--- src/rtl/mem_arb_pkg.sv ---
// Shared types for the fetch/data memory port arbiter: FSM states, owner tag
// and the latched memory request.
package mem_arb_pkg;

   localparam int MEM_DW = 32;
   localparam int MEM_AW = 32;

   typedef enum logic [1:0] {
      IDLE,
      ISSUE,
      WAIT_RESP
   } arb_state_e;

   typedef enum logic {
      OWN_INST,
      OWN_DATA
   } arb_owner_e;

   // Field widths follow MEM_DW/MEM_AW; the top's width parameters default to these.
   typedef struct packed {
      logic                  we;
      logic [MEM_DW/8-1:0]   be;
      logic [MEM_AW-1:0]     addr;
      logic [MEM_DW-1:0]     wdata;
   } mem_req_t;

   // Instruction fetches are always full-word reads.
   function automatic mem_req_t fetch_req(input logic [MEM_AW-1:0] addr);
      mem_req_t r;
      r.we    = 1'b0;
      r.be    = '1;
      r.addr  = addr;
      r.wdata = '0;
      return r;
   endfunction

endpackage

--- src/rtl/mem_arb_pick.sv ---
// Combinational winner selection: data has priority unless the data burst
// counter has reached its limit while a fetch is waiting.
module mem_arb_pick
   import mem_arb_pkg::*;
#(
   parameter int MAX_DATA_BURST = 4,
   parameter int CNT_W          = 3
) (
   input  logic             ireq_valid,
   input  logic             dreq_valid,
   input  logic [CNT_W-1:0] burst_cnt,
   output logic             grant_inst,
   output logic             grant_data
);

   logic starve;

   assign starve = (burst_cnt == CNT_W'(MAX_DATA_BURST));

   // NOTE: every output gets a default before the branches so no latch is inferred.
   always_comb begin
      grant_inst = 1'b0;
      grant_data = 1'b0;
      if (dreq_valid && !(ireq_valid && starve)) begin
         grant_data = 1'b1;
      end else if (ireq_valid) begin
         grant_inst = 1'b1;
      end
   end

endmodule

--- src/rtl/mem_port_arbiter.sv ---
// Arbitrates one single-ported, variable-latency memory between instruction
// fetch and the data stage; one transaction outstanding at a time.
module mem_port_arbiter
   import mem_arb_pkg::*;
#(
   parameter int DATA_WIDTH     = MEM_DW,
   parameter int ADDR_WIDTH     = MEM_AW,
   parameter int MAX_DATA_BURST = 4
) (
   input  logic                    clk,
   input  logic                    rst,
   input  logic                    ireq_valid,
   input  logic [ADDR_WIDTH-1:0]   ireq_addr,
   output logic                    ireq_ready,
   output logic                    iresp_valid,
   output logic [DATA_WIDTH-1:0]   iresp_rdata,
   input  logic                    dreq_valid,
   input  logic                    dreq_we,
   input  logic [DATA_WIDTH/8-1:0] dreq_be,
   input  logic [ADDR_WIDTH-1:0]   dreq_addr,
   input  logic [DATA_WIDTH-1:0]   dreq_wdata,
   output logic                    dreq_ready,
   output logic                    dresp_valid,
   output logic [DATA_WIDTH-1:0]   dresp_rdata,
   output logic                    mem_req,
   output logic                    mem_we,
   output logic [DATA_WIDTH/8-1:0] mem_be,
   output logic [ADDR_WIDTH-1:0]   mem_addr,
   output logic [DATA_WIDTH-1:0]   mem_wdata,
   input  logic                    mem_gnt,
   input  logic                    mem_rvalid,
   input  logic [DATA_WIDTH-1:0]   mem_rdata
);

   localparam int CNT_W = $clog2(MAX_DATA_BURST + 1);

   arb_state_e       state_q, state_d;
   arb_owner_e       owner_q;
   mem_req_t         req_q;
   logic [CNT_W-1:0] burst_cnt_q;
   logic             grant_inst, grant_data;
   logic             rsp_capture;

   mem_arb_pick #(
      .MAX_DATA_BURST (MAX_DATA_BURST),
      .CNT_W          (CNT_W)
   ) u_pick (
      .ireq_valid (ireq_valid),
      .dreq_valid (dreq_valid),
      .burst_cnt  (burst_cnt_q),
      .grant_inst (grant_inst),
      .grant_data (grant_data)
   );

   // NOTE: sequential state uses non-blocking assignments so every flop samples pre-edge values.
   always_ff @(posedge clk) begin
      if (rst) begin
         state_q <= IDLE;
      end else begin
         state_q <= state_d;
      end
   end

   // Ready is suppressed during reset so no request is acknowledged without being latched.
   always_comb begin
      state_d     = state_q;
      ireq_ready  = 1'b0;
      dreq_ready  = 1'b0;
      mem_req     = 1'b0;
      rsp_capture = 1'b0;
      case (state_q)
         IDLE: begin
            if (!rst) begin
               ireq_ready = grant_inst;
               dreq_ready = grant_data;
               if (grant_inst || grant_data) begin
                  state_d = ISSUE;
               end
            end
         end
         ISSUE: begin
            mem_req = 1'b1;
            if (mem_gnt) begin
               state_d = WAIT_RESP;
            end
         end
         WAIT_RESP: begin
            if (mem_rvalid) begin
               rsp_capture = 1'b1;
               state_d     = IDLE;
            end
         end
         default: state_d = IDLE;
      endcase
   end

   always_ff @(posedge clk) begin
      if (rst) begin
         req_q       <= '0;
         owner_q     <= OWN_INST;
         burst_cnt_q <= '0;
         iresp_valid <= 1'b0;
         dresp_valid <= 1'b0;
         iresp_rdata <= '0;
         dresp_rdata <= '0;
      end else begin
         iresp_valid <= 1'b0;
         dresp_valid <= 1'b0;

         if (dreq_ready) begin
            req_q.we    <= dreq_we;
            req_q.be    <= dreq_be;
            req_q.addr  <= dreq_addr;
            req_q.wdata <= dreq_wdata;
            owner_q     <= OWN_DATA;
            // Only a run of data grants that actually blocked a fetch counts toward starvation.
            if (!ireq_valid) begin
               burst_cnt_q <= '0;
            end else if (burst_cnt_q != CNT_W'(MAX_DATA_BURST)) begin
               burst_cnt_q <= burst_cnt_q + 1'b1;
            end
         end else if (ireq_ready) begin
            req_q       <= fetch_req(ireq_addr);
            owner_q     <= OWN_INST;
            burst_cnt_q <= '0;
         end

         if (rsp_capture) begin
            if (owner_q == OWN_DATA) begin
               dresp_valid <= 1'b1;
               dresp_rdata <= req_q.we ? '0 : mem_rdata;
            end else begin
               iresp_valid <= 1'b1;
               iresp_rdata <= mem_rdata;
            end
         end
      end
   end

   assign mem_we    = req_q.we;
   assign mem_be    = req_q.be;
   assign mem_addr  = req_q.addr;
   assign mem_wdata = req_q.wdata;

endmodule

--- config.mk ---
export PLATFORM = sky130hd
export DESIGN_NAME = mem_port_arbiter
export DESIGN_NICKNAME = d
export VERILOG_FILES = /design/src/rtl/mem_arb_pkg.sv /design/src/rtl/mem_arb_pick.sv /design/src/rtl/mem_port_arbiter.sv
export SDC_FILE = /design/constraint.sdc
export NUM_CORES = 1
export LEC_CHECK = 0
export ABC_AREA = 0
export ABC_CLOCK_PERIOD_IN_PS = 1400
export BUFFER_PORTS_ARGS = -buffer_cell sky130_fd_sc_hd__buf_2
export CORE_ASPECT_RATIO = 0.7
export CORE_MARGIN = 2
export CORE_UTILIZATION = 42
export CTS_CLUSTER_DIAMETER = 80
export DETAILED_ROUTE_END_ITERATION = 6
export PLACE_DENSITY = 0.76
export SYNTH_ARGS = -nofsm -noshare
export SYNTH_HDL_FRONTEND = slang
export SYNTH_SLANG_ARGS = --single-unit
--- constraint.sdc ---
create_clock -name clk -period 1.4 [get_ports clk]
set_input_delay 0 -clock clk [delete_from_list [all_inputs] [get_ports clk]]
set_output_delay 0 -clock clk [all_outputs]
set_load 0.1 [all_outputs]
Word level (Yosys, flattened, before mapping)
Index checks and enable logic that the tools add are counted.

word-level totals
  flip-flop bits (word level) = 141
  input port bits = 139

cells by class
  add/sub/neg operators = 1
  equal/unequal tests = 8
  multiplexer cells = 25
  bitwise operators = 2
  reduce and logical (&&, ||, !) cells = 11

operators by type and width
  kind                                                             count
  69-bit two-way mux                                               2
  32-bit two-way mux                                               1
  1-bit two-way mux                                                14
  3-bit two-way mux                                                4
  2-bit two-way mux                                                3
  2-bit != test, second input constant                             3
  2-bit case mux with 3 select lines                               1
  2-bit AND reduction                                              3
  3-bit by 1-bit adder with 3-bit output, second input constant    1
  3-bit == test, second input constant                             1
  3-bit by 2-bit != test with 1-bit output, second input constant  1
  3-bit != test, second input constant                             1
  3-bit AND reduction                                              1
  2-bit by 1-bit == test with 1-bit output, second input constant  1
  2-bit == test, second input constant                             1
  1-bit logical AND                                                2
  2-bit logical NOT                                                1
  1-bit inverter                                                   2
  2-bit nonzero test                                               1
  2-bit OR reduction                                               1
  1-bit logical NOT                                                1
  1-bit logical OR                                                 1

Depth between registers and ports, before layout
  depth after elaboration = 9
  gate-level depth with buffers = 7

Modules after synthesis
From an unflattened synthesis, not the netlist that was laid out.

second synthesis, totals
  cells, all modules = 574
  area, all modules = 5,555.3 um2

modules (own cells, without submodules)
  module            instances  cells each  area each (um2)
  mem_port_arbiter  1          570         5,522.8
  mem_arb_pick      1          4           32.5

Worst setup path before layout
No wires, ideal clock.

  path type = register to output
  start = register burst_cnt_q[0]
  end = output port ireq_ready
  data arrival time = 2.555 ns
  path slack = -1.155 ns
  stages on the path, launching flop included = 7
  cell sequence = dfxtp_1 -> inv_1 -> ha_1 -> nand3_1 -> buf_2 -> clkbuf_1 -> a21oi_1

between the ends
  cells in the longest elaborated chain, start to end = 7

ends and longest elaborated chain
  what                      line                     source
  start: declaration        mem_port_arbiter.sv:40   logic [CNT_W-1:0] burst_cnt_q;
  start signal: assignment  mem_port_arbiter.sv:120  burst_cnt_q <= burst_cnt_q + 1'b1;
  3-bit == test             mem_arb_pick.sv:18       assign starve = (burst_cnt == CNT_W'(MAX_DATA_BURST));
  1-bit logical AND         mem_arb_pick.sv:24       if (dreq_valid && !(ireq_valid && starve)) begin
  1-bit logical NOT         mem_arb_pick.sv:24
  1-bit logical AND         mem_arb_pick.sv:24
  1-bit two-way mux         mem_arb_pick.sv:24
  1-bit two-way mux         mem_port_arbiter.sv:73   if (!rst) begin
  1-bit two-way mux         mem_port_arbiter.sv:71   case (state_q)
  end: declaration          mem_port_arbiter.sv:14   output logic ireq_ready,

Every way passes these cells.

Worst setup path after layout
  start = register state_q[0]
  end = register iresp_rdata[28]

between the ends
  cells in the longest elaborated chain, start to end = 3

ends and longest elaborated chain
  what                                  line                     source
  start: declaration                    mem_port_arbiter.sv:37   arb_state_e state_q, state_d;
  start signal: assignment              mem_port_arbiter.sv:60   state_q <= state_d;
  2-bit == test                         mem_port_arbiter.sv:71
  1-bit two-way mux                     mem_port_arbiter.sv:71
  2-bit AND reduction (no source line)  n/a
  end signal: assignment                mem_port_arbiter.sv:134  iresp_rdata <= mem_rdata;
  end: declaration                      mem_port_arbiter.sv:16   output logic [DATA_WIDTH-1:0] iresp_rdata,

Every way passes these cells.
A chain may end at the register's enable or synchronous reset.

==> results_dict.tcl <==
set metrics [dict create \
    synth.area.mux_share 0.05478 \
    hold_violations 0 \
    synth-edff-count 0 \
    routed_wl_um 26350 \
    max_cap_viol_count 0 \
    nNetsFinal 1236 \
    core_um2 13740 \
    die_y_um 102.7 \
    synthAdderAreaFrac 0.004280 \
    r2r_start "state_q[0]$_SDFFE_PP0P_" \
    gr-total-overflow 0 \
    total_power_mw 12.73 \
    hp-class "in -> reg" \
    finalCritPeriodShare 1.137 \
    cpMaxStageDelayCell "dfxtp_4" \
    syn-num-nets 816 \
    grt_pass1_vias 6724 \
    drive_above_1_share 0.4598 \
    power_density_nw_per_um2 1157 \
    synth_compound_area_frac 0.2116 \
    run_status "finished, violations left" \
    wire_per_inst_um 20.30 \
    max_freq_mhz 628.4 \
    synth_common_cells "dfxtp_1, a21oi_1, nand2_1" \
    cts_tree "yes" \
    ys_top_cells_by_area "dfxtp_1, a21oi_1, nand2_1" \
    irDropWorstVdd_v 0.001079 \
    clk_pin_slew_ns 0.07 \
    r2r_slack_ns -0.19 \
    initial_core_util 0.4256 \
    fin_crit_ns 1.591 \
    worst_pin_slew_ns 0.6269 \
    dr.first_iter.drc_count 488 \
    fin_skew_ns 0.01008 \
    synthDistinctLibCells 38 \
    drc 2 \
    pin_count 277 \
    grt_max_degree 101 \
    cp-end-kind "register" \
    synth_xor_xnor_area_share 0 \
    worst_path_dominant_cell_family "buffers and inverters" \
    rsz0062_at_grt "true" \
    path_buf_inv 4 \
    crit_chain "buf_6, buf_6, buf_4, nand4bb_4, clkbuf_16, nand2_1, a21oi_2" \
    synthArstFlopShare 0 \
    min_from "mem_rvalid" \
    gp_congestion 0.8322 \
    crit_fanout 16 \
    critPathMaxStageDelay_ns 0.36 \
    hpwl_um 11830 \
    grt_pass1_wl_um 34500 \
    ys_ff_latch 141 \
    slew-limit-headroom 0.5821 \
    yosys.area.top_type_share 0.4828 \
    netlist_area_um2 5847 \
    synthCells 675 \
    setup_slack_ns -0.1914 \
    clock_latency_ns 0.41 \
    synth_top_family_by_area "compound AO/OA/AOI/OAI gates" \
    critPathRequiredTime_ns 1.67 \
    critPathKind "reg -> reg" \
    die_width_um 145.0 \
    synthFlopType "dfxtp_1" \
    grt_use_total 0.2864 \
    rows 36 \
    ys_seq_area_frac 0.4828 \
    clkSinkCount 141 \
    final_max_slew_viol_count 0 \
    r2r_cells 7 \
    antenna_found_initial 1 \
    critPathLaunchType "register" \
    holdPathEnd "state_q[1]$_SDFFE_PP0P_" \
    violations "DRC, setup timing" \
    leakagePower_nw 4.959 \
    numCtsBuffers 17 \
    drtPass1Iterations 7 \
    worstHoldPathCells 4 \
    vias 7305 \
    syn_avg_cell_area_um2 8.662 \
    io_buffers 276 \
    yosys_warnings 0 \
    cts-root-buf "clkbuf_16" \
    crit_top_cell "buf_6" \
    yosysMostFrequentCell "dfxtp_1" \
    cp.arrival_ns 1.86 \
    vias_per_cell 5.628 \
    clock_path_buffers 2 \
    place_ws_ns -0.08626 \
    final_antenna_net_count 0 \
    synth_top_area_cell "dfxtp_1" \
    reg2reg_to "iresp_rdata[28]$_SDFFE_PP0P_" \
    area_growth_pct 88.15 \
    finalSetupViolations 139 \
    htreeDepth 4 \
    synth-simple-area-share 0.1669 \
    dieArea_um2 14900 \
]
area by class of cell:
class,count,area [um2]
timing repair buffer,472,3814
multi-input combinational,426,3291
sequential,141,2834
fill,771,2738
clock buffer,19,442.9
tap,190,237.7
clock inverter,12,232.7
inverter,37,146.4
antenna,1,2.502
registers in the layout, indices dropped and copies added, names as in the netlist, 2 cells and up:
name         cells
dresp_rdata     32
iresp_rdata     32
mem_addr        32
mem_wdata       32
mem_be           4
burst_cnt_q      3
state_q          2
cells by family after synthesis:
family                   Yosys count
AO/OA/AOI/OAI                    207
AND/OR/NAND/NOR                  185
flip-flops                       141
buffers and inverters            108
multiplexers                      32
adder cells (fa/ha/maj)            2
what timing repair did:
item | in CTS | in global routing
endpoints found under the setup margin | 139 | 139
buffers inserted | 10 | 2
hold endpoints to repair | 135 | 1
gates cloned | 7 | 15
gates resized for setup | 63 | 173
hold buffers | 134 | 1
pin swaps | 7 | 147
tightest hold or removal path: stages:
cell     delay (ns)
buf_2          0.14
nor2_1         0.09
a21oi_1        0.07
nor2_1         0.07
where the power goes:
| group | switching, mW | internal, mW | total, mW | leakage, nW |
|---|---|---|---|---|
| sequential | 0.125 | 4.18 | 4.31 | 1.15 |
| clock | 1.82 | 3.41 | 5.23 | 0.329 |
| combinational | 2.09 | 1.10 | 3.19 | 3.48 |
| total | 4.04 | 8.69 | 12.7 | 4.96 |
placed cells by master, fill, tap and decap left out, types with 28 or more instances in the layout:
cell           instances
dlygate4sd3_1        135
a41o_1                32
buf_2                271
a21oi_2               46
inv_1                 34
dfxtp_1              136
nand2_1               63
clkbuf_16             28
nand4_1               33
a21oi_1               84
nand3b_1              32
worst max path at each step:
stage                                      from                           end  depth (start not counted)
global placement        state_q[1]$_SDFFE_PP0P_     mem_addr[24]$_SDFFE_PP0P_                          4
global route            state_q[0]$_SDFFE_PP0P_  iresp_rdata[27]$_SDFFE_PP0P_                          7
detailed placement      state_q[1]$_SDFFE_PP0P_  dresp_rdata[26]$_SDFFE_PP0P_                          5
CTS                     state_q[0]$_SDFFE_PP0P_                    dreq_ready                          5
floorplan           burst_cnt_q[0]$_SDFFE_PP0P_                    ireq_ready                          6
finish                  state_q[0]$_SDFFE_PP0P_  iresp_rdata[28]$_SDFFE_PP0P_                          7
per-stage QoR:
step,area (um2),utilization,hold slack (ns),TNS [ns],std cells
2_1_floorplan,5907,-,0.1164,-0.6409,675
3_3_place_gp,7610,0.5539,0.2343,-3.505,1098
3_5_place_dp,7610,0.5539,0.2402,-6.385,1098
4_1_cts,9985,0.7268,-0.1626,-9.534,1280
5_1_grt,11000,0.8007,0.03187,-20.50,1298
6_report,11000,0.8007,0.01134,-14.95,1298
metal layers:
| metal | vias up | GRT usage | wire, um | part of all wire |
|---|---|---|---|---|
| li1 | 3243 | - | - | - |
| met1 | 3436 | 0.3394 | 10120 | 0.38 |
| met2 | 534 | 0.4835 | 12630 | 0.48 |
| met3 | 92 | 0.08628 | 2558 | 0.097 |
| met4 | 0 | 0.1432 | 1039 | 0.039 |
| met5 | - | 0 | 0 | 0 |
No activity file was read; power rests on OpenSTA's default activity.
